`src/rtl/phase_add_seq.sv`:
```
// Phase sequencer for the bit-serial four-phase NOR-latch adder cell.
// Strobes t0..t3 per bit position, LSB first, and collects the returned sum/carry.
module phase_add_seq #(
    parameter int WIDTH     = 8,
    parameter int PHASE_LEN = 1
) (
    input  logic                     clk,
    input  logic                     rst,
    input  logic                     start,
    input  logic [WIDTH-1:0]         op_a,
    input  logic [WIDTH-1:0]         op_b,
    input  logic                     cin,
    input  logic                     sum_bit,
    input  logic                     cout_bit,
    output logic                     t0,
    output logic                     t1,
    output logic                     t2,
    output logic                     t3,
    output logic                     a_bit,
    output logic                     b_bit,
    output logic                     c_bit,
    output logic [$clog2(WIDTH)-1:0] bit_idx,
    output logic                     busy,
    output logic                     done,
    output logic [WIDTH-1:0]         result,
    output logic                     cout
);

    localparam int IDXW = $clog2(WIDTH);
    localparam int PCW  = (PHASE_LEN > 1) ? $clog2(PHASE_LEN) : 1;

    typedef enum logic [2:0] {
        IDLE = 3'd0,
        PH0  = 3'd1,
        PH1  = 3'd2,
        PH2  = 3'd3,
        PH3  = 3'd4,
        DONE = 3'd5
    } state_t;

    state_t           state;
    logic [PCW-1:0]   phase_cnt;
    logic [WIDTH-1:0] a_sh;
    logic [WIDTH-1:0] b_sh;
    logic             carry;
    logic             phase_end;
    logic             last_bit;

    assign phase_end = (phase_cnt == PCW'(PHASE_LEN - 1));
    assign last_bit  = (bit_idx == IDXW'(WIDTH - 1));

    // Operand shifters keep the next bit at index 1 so a_bit/b_bit are registered.
    always_ff @(posedge clk or posedge rst) begin
        if (rst) begin
            state     <= IDLE;
            phase_cnt <= '0;
            a_sh      <= '0;
            b_sh      <= '0;
            carry     <= 1'b0;
            t0        <= 1'b0;
            t1        <= 1'b0;
            t2        <= 1'b0;
            t3        <= 1'b0;
            a_bit     <= 1'b0;
            b_bit     <= 1'b0;
            c_bit     <= 1'b0;
            bit_idx   <= '0;
            busy      <= 1'b0;
            done      <= 1'b0;
            result    <= '0;
            cout      <= 1'b0;
        end else begin
            case (state)
                IDLE: begin
                    done <= 1'b0;
                    if (start) begin
                        a_sh      <= op_a;
                        b_sh      <= op_b;
                        carry     <= cin;
                        a_bit     <= op_a[0];
                        b_bit     <= op_b[0];
                        c_bit     <= cin;
                        bit_idx   <= '0;
                        result    <= '0;
                        cout      <= 1'b0;
                        phase_cnt <= '0;
                        busy      <= 1'b1;
                        t0        <= 1'b1;
                        state     <= PH0;
                    end else begin
                        state <= IDLE;
                    end
                end
                PH0: begin
                    if (phase_end) begin
                        phase_cnt <= '0;
                        t0        <= 1'b0;
                        t1        <= 1'b1;
                        state     <= PH1;
                    end else begin
                        phase_cnt <= phase_cnt + PCW'(1);
                    end
                end
                PH1: begin
                    if (phase_end) begin
                        phase_cnt <= '0;
                        t1        <= 1'b0;
                        t2        <= 1'b1;
                        state     <= PH2;
                    end else begin
                        phase_cnt <= phase_cnt + PCW'(1);
                    end
                end
                PH2: begin
                    if (phase_end) begin
                        phase_cnt <= '0;
                        t2        <= 1'b0;
                        t3        <= 1'b1;
                        state     <= PH3;
                    end else begin
                        phase_cnt <= phase_cnt + PCW'(1);
                    end
                end
                PH3: begin
                    if (phase_end) begin
                        phase_cnt       <= '0;
                        t3              <= 1'b0;
                        result[bit_idx] <= sum_bit;
                        carry           <= cout_bit;
                        if (!last_bit) begin
                            bit_idx <= bit_idx + IDXW'(1);
                            a_sh    <= {1'b0, a_sh[WIDTH-1:1]};
                            b_sh    <= {1'b0, b_sh[WIDTH-1:1]};
                            a_bit   <= a_sh[1];
                            b_bit   <= b_sh[1];
                            c_bit   <= cout_bit;
                            t0      <= 1'b1;
                            state   <= PH0;
                        end else begin
                            cout  <= cout_bit;
                            busy  <= 1'b0;
                            done  <= 1'b1;
                            state <= DONE;
                        end
                    end else begin
                        phase_cnt <= phase_cnt + PCW'(1);
                    end
                end
                DONE: begin
                    done  <= 1'b0;
                    state <= IDLE;
                end
                default: begin
                    t0    <= 1'b0;
                    t1    <= 1'b0;
                    t2    <= 1'b0;
                    t3    <= 1'b0;
                    busy  <= 1'b0;
                    done  <= 1'b0;
                    state <= IDLE;
                end
            endcase
        end
    end

endmodule

```
`config.mk`:
```
export PLATFORM = sky130hd
export DESIGN_NAME = phase_add_seq
export DESIGN_NICKNAME = d
export VERILOG_FILES = /design/src/rtl/phase_add_seq.sv
export SDC_FILE = /design/constraint.sdc
export NUM_CORES = 1
export LEC_CHECK = 0
export ABC_AREA = 1
export CAP_MARGIN = 15
export CORE_MARGIN = 2
export CORE_UTILIZATION = 40
export CTS_CLUSTER_DIAMETER = 30
export DETAILED_ROUTE_END_ITERATION = 10
export MAX_ROUTING_LAYER = met4
export PLACE_DENSITY = 0.65
export RECOVER_POWER = 50
export SLEW_MARGIN = 20
export SYNTH_ARGS = -nofsm -noshare
export SYNTH_HDL_FRONTEND = slang
export SYNTH_SLANG_ARGS = --single-unit
```
`constraint.sdc`:
```
create_clock -name clk -period 2 [get_ports clk]
set_input_delay 0.4 -clock clk [delete_from_list [all_inputs] [get_ports clk]]
set_output_delay 0.4 -clock clk [all_outputs]
set_load 0.005 [all_outputs]
```
Word level (Yosys, flattened, before mapping)
Index checks and enable logic that the tools add are counted.

operators by class
  $add $sub $neg = 2
  multipliers = 0
  divide/modulo/power cells = 0
  order comparisons = 2
  eq/ne operators = 13
  shift operators = 0
  muxes and demuxes = 58
  bitwise operators = 6
  reduce and logical (&&, ||, !) cells = 22

operators with widths
  cell                 count
  $mux 8               8
  $pmux 8 s2           3
  $mux 1               24
  $mux 3               8
  $reduce_or 4->1      5
  $reduce_and 4->1     4
  $pmux 3 s5           1
  $reduce_and 3->1     5
  $ne 2x2->1 const B   7
  $pmux 1 s2           6
  $pmux 1 s3           4
  $eq 3x3->1 const B   3
  $bwmux 8             1
  $eq 3x2->1 const B   2
  $not 1->1            6
  $pmux 3 s2           1
  $reduce_or 3->1      2
  $reduce_and 5->1     1
  $lt 3x4->1 const B   1
  $pmux 1 s4           1
  $reduce_bool 2->1    2
  $add 3x1->3 const B  1
  $demux 1 s3          1
  $eq 3x1->1 const B   1
  5 further kinds      5

word-level totals
  register bits = 41
  latch bits = 0
  memory bits (writable) = 0
  memory bits (read-only) = 0
  input port bits = 22
  output and inout bits = 21
  word-level logic and storage cells = 119
  memories kept = 0

Logic depth before layout (Yosys ltp)
  depth in word-level cells = 7
  depth in mapped cells = 8
  gate-level depth less buffers = 8

Worst setup path after synthesis
Ideal clock, no wire load.

  kind = register to register
  start = register bit_idx[0]
  end = register a_sh[2]
  setup time = 74 ps
  data arrival time = 1376 ps
  data required time = 1926 ps
  slack = 550 ps
  cell stages (with the launch flop) = 9
  cells stage by stage = dfrtp_1 > ha_1 > ha_1 > inv_1 > nand3_4 > nand2_8 > buf_12 > nand2_2 > o21ai_2

on the way
  longest elaborated chain between the ends = 3

ends and longest elaborated chain
  item                               line  source
  start: declaration                 22    output logic [$clog2(WIDTH)-1:0] bit_idx,
  start signal: assignment           131   bit_idx <= bit_idx + IDXW'(1);
  $eq 3x3->1                         50    assign last_bit = (bit_idx == IDXW'(WIDTH - 1));
  $ne 2x2->1 (no source line)        -
  $reduce_and 4->1 (no source line)  -
  end signal: assignment             77    a_sh <= op_a;
  end signal: assignment             132   a_sh <= {1'b0, a_sh[WIDTH-1:1]};
  end: declaration                   43    logic [WIDTH-1:0] a_sh;

No other way between the ends.
A chain may end at the register's enable or synchronous reset.

Worst setup path after layout
  start = register bit_idx[2]
  end = output port bit_idx[2]

No word-level cell between the ends.

==> flow_metrics.py <==
metrics = {
    "clock_network": {
        "clkSinkCount": 38,
        "cts_root_buf": "clkbuf_8",
        "post-cts-setup-buffers": 0,
        "cts_hold_buf": 0,
        "h-tree-depth": 2,
        "post_cts_resized": 0,
        "ctsLongestPathBuffers": 2,
        "clk_latency_ns": 0.29,
        "tritoncts": "yes",
        "clk_pin_slew_ns": 0.08,
        "cts_buffers": 5,
    },
    "worst_setup_path": {
        "slowest_delay_ns": 0.57,
        "worst_setup_path_start_kind": "register",
        "path_cells": "clkdlybuf4s50_1",
        "arrival_ns": 1.34,
        "critPathKind": "reg2out",
        "required_ns": 1.60,
        "reg2reg_depth": 8,
        "r2r_end": "a_sh[3]",
        "path_buf_inv": 1,
        "cp-end-kind": "primary output",
        "crit_fanout": 8,
        "cp_top_family": "buffers and inverters",
        "r2r_slack_ns": 0.26,
        "cp_slowest_cell": "clkdlybuf4s50_1",
        "r2r-start": "bit_idx[0]",
    },
    "power": {
        "pwr_density_cell_nw_per_um2": 1278,
        "power.share.switching_pct": 39.28,
        "seq_power_share_pct": 37.8,
        "power.switching_mw": 1.277,
        "p_leak_nw": 1.227,
        "pwr-share-clk_pct": 16.9,
        "max-vdd-ir-drop_mv": 0.5142,
        "power.internal_mw": 1.973,
        "combPwrFrac_pct": 45.3,
    },
    "floorplan": {
        "core_um2": 5010,
        "die_h_um": 75.58,
        "num_rows": 26,
        "start_util_pct": 40.91,
        "io_pins": 43,
        "die_w_um": 75.58,
        "die_area_um2": 5712,
    },
    "synthesis": {
        "ys_types": 24,
        "yosysMostFrequentCell": "nand2_1",
        "synth_area_leader_cell": "dfrtp_1",
        "ys_async_sr_fraction_pct": 100.0,
        "syn-num-nets": 261,
        "synthCells": 237,
        "synth_top_area_share_pct": 46.40,
        "synth.ff_latch_count": 38,
        "synth_common_cells": "nand2_1, dfrtp_1, inv_1",
        "ys_warn_count": 0,
        "synth-edff-count": 0,
        "ys.flop_type": "dfrtp_1",
        "synth_seq_area_share_pct": 46.40,
        "synth_area_um2": 2049,
        "synth_area_leaders": "dfrtp_1, nand2_1, o21ai_2",
        "avgSynthCellArea_um2": 8.648,
    },
    "grt": {
        "grt_pass1_wl_mm": 6.831,
        "grt_max_degree": 32,
        "gr-total-overflow": 0,
        "first_global_vias": 1539,
        "antenna_found_initial": 0,
        "track_usage_pct": 16.48,
    },
    "routing": {
        "avgRoutedWirePerCell_um": 11.58,
        "ant_nets": 0,
        "vias_per_cell": 4.492,
        "drt_pass1_iterations": 4,
        "drc": 0,
        "wirelength_mm": 4.098,
        "drtIter0Drc": 47,
        "num_vias": 1590,
    },
    "final_layout": {
        "fin_nets": 307,
        "antennaDiodeCount": 0,
        "syn2layout_area_growth_pct": 24.11,
        "drive_gt1_share_pct": 13.38,
        "fillers": 508,
        "multiInputGateArea_um2": 812.0,
        "register_area_um2": 950.9,
    },
    "run_status": {
        "status": "complete, no violations",
    },
    "worst_hold_path": {
        "hold_class": "reg2reg",
        "whs_endpoint": "done",
        "hold_depth": 2,
        "min_from": "done",
    },
    "placed_design": {
        "port_buffers": 42,
        "place_ws_ns": 0.2638,
        "place_hpwl_mm": 2.943,
        "place.gp.congestion": 0.7335,
    },
    "timing": {
        "fmax_mhz": 573.1,
        "skew_ns": 0.003613,
        "fin_crit_sh_pct": 87.25,
        "finalMaxSlewViolations": 0,
        "finalSetupTns_ns": 0,
        "rsz0062_at_grt": "no",
        "finalWorstSetupSlack_ns": 0.2550,
        "setup_viol": 0,
        "tightest_slew_ns": 0.7462,
        "hold_violations": 0,
        "maxSlewHeadroom_pct": 50.25,
        "fin_crit_ns": 1.745,
    },
    "run": {
        "max-cap-violations": 0,
    },
}
## kinds of logic after synthesis
family	share of synthesized area [%]
and+or+nand+nor	24.24
AOI/OAI and AO/OA	15.75
buffers and inverters	12.39
DFF	46.40
adders and majority gates	1.221
## flip-flops by register name (all words and copies together) (netlist names)
signal,cells
result,8
c_bit,1
t2,1
t1,1
state,3
t3,1
a_sh,8
bit_idx,3
done,1
b_sh,8
t0,1
cout,1
busy,1
## worst max-delay path by stage
| stage | slack, ns | to | cells past startpoint | from |
|---|---|---|---|---|
| CTS | 0.24 | bit_idx[2] | 1 | bit_idx[2] |
| global placement | 0.30 | a_sh[3] | 6 | start |
| detailed placement | 0.26 | a_sh[3] | 6 | start |
| finish | 0.26 | bit_idx[2] | 1 | bit_idx[2] |
| global route | 0.18 | a_sh[3] | 8 | bit_idx[0] |
| floorplan | 0.55 | a_sh[2] | 8 | bit_idx[0] |
## layout make-up
type / count / share of cell area (%)
repair buffers: 48 / 18.20
well taps: 70 / 3.443
clock buffers: 7 / 3.394
flip-flops and latches: 38 / 37.38
multi-input cells: 153 / 31.92
inverters: 37 / 5.460
clock inverters: 1 / 0.1968
## through the flow
stage	power (mW)	hold slack, ns	cell area [µm²]	instances	utilization [%]
3_3_place_gp	2.747	0.4569	2500	346	49.90
5_1_grt	3.544	0.5197	2544	354	50.77
2_1_floorplan	2.408	0.4422	2049	237	-
6_report	3.250	0.4808	2544	354	50.77
4_1_cts	3.341	0.4013	2591	354	51.72
3_5_place_dp	2.782	0.4667	2500	346	49.90
## placed cells by master (no fill, tap or decap), types with 4 or more instances in the layout
cell | Yosys | layout
a21oi_1 | 8 | 8
buf_4 | 2 | 5
clkbuf_8 | 0 | 6
clkdlybuf4s50_1 | 0 | 41
dfrtp_1 | 38 | 38
inv_1 | 35 | 36
nand2_1 | 63 | 63
nand2_2 | 4 | 4
nand3_1 | 16 | 18
nor2_1 | 5 | 6
o21ai_0 | 4 | 4
o21ai_1 | 20 | 20
o21ai_2 | 17 | 17
or2_1 | 5 | 5
## power groups by stage
| stage | clock network (mW) | registers [mW] | logic (mW) |
|---|---|---|---|
| after floorplan | 0 | 1.20 | 1.21 |
| after global placement | 0 | 1.25 | 1.50 |
| after detailed placement | 0 | 1.25 | 1.54 |
| after CTS | 0.568 | 1.23 | 1.54 |
| after global routing | 0.602 | 1.26 | 1.68 |
| final | 0.550 | 1.23 | 1.47 |
## layer usage
| metal | track usage [%] | vias to the layer above | part of all wire (%) |
|---|---|---|---|
| met5 | - | - | 0 |
| met4 | 7.797 | 0 | 1.8 |
| met3 | 2.646 | 7 | 3.4 |
| met2 | 25.31 | 29 | 46 |
| met1 | 21.31 | 721 | 49 |
| li1 | - | 833 | - |
Note: power is estimated with default switching activity, not from simulation.
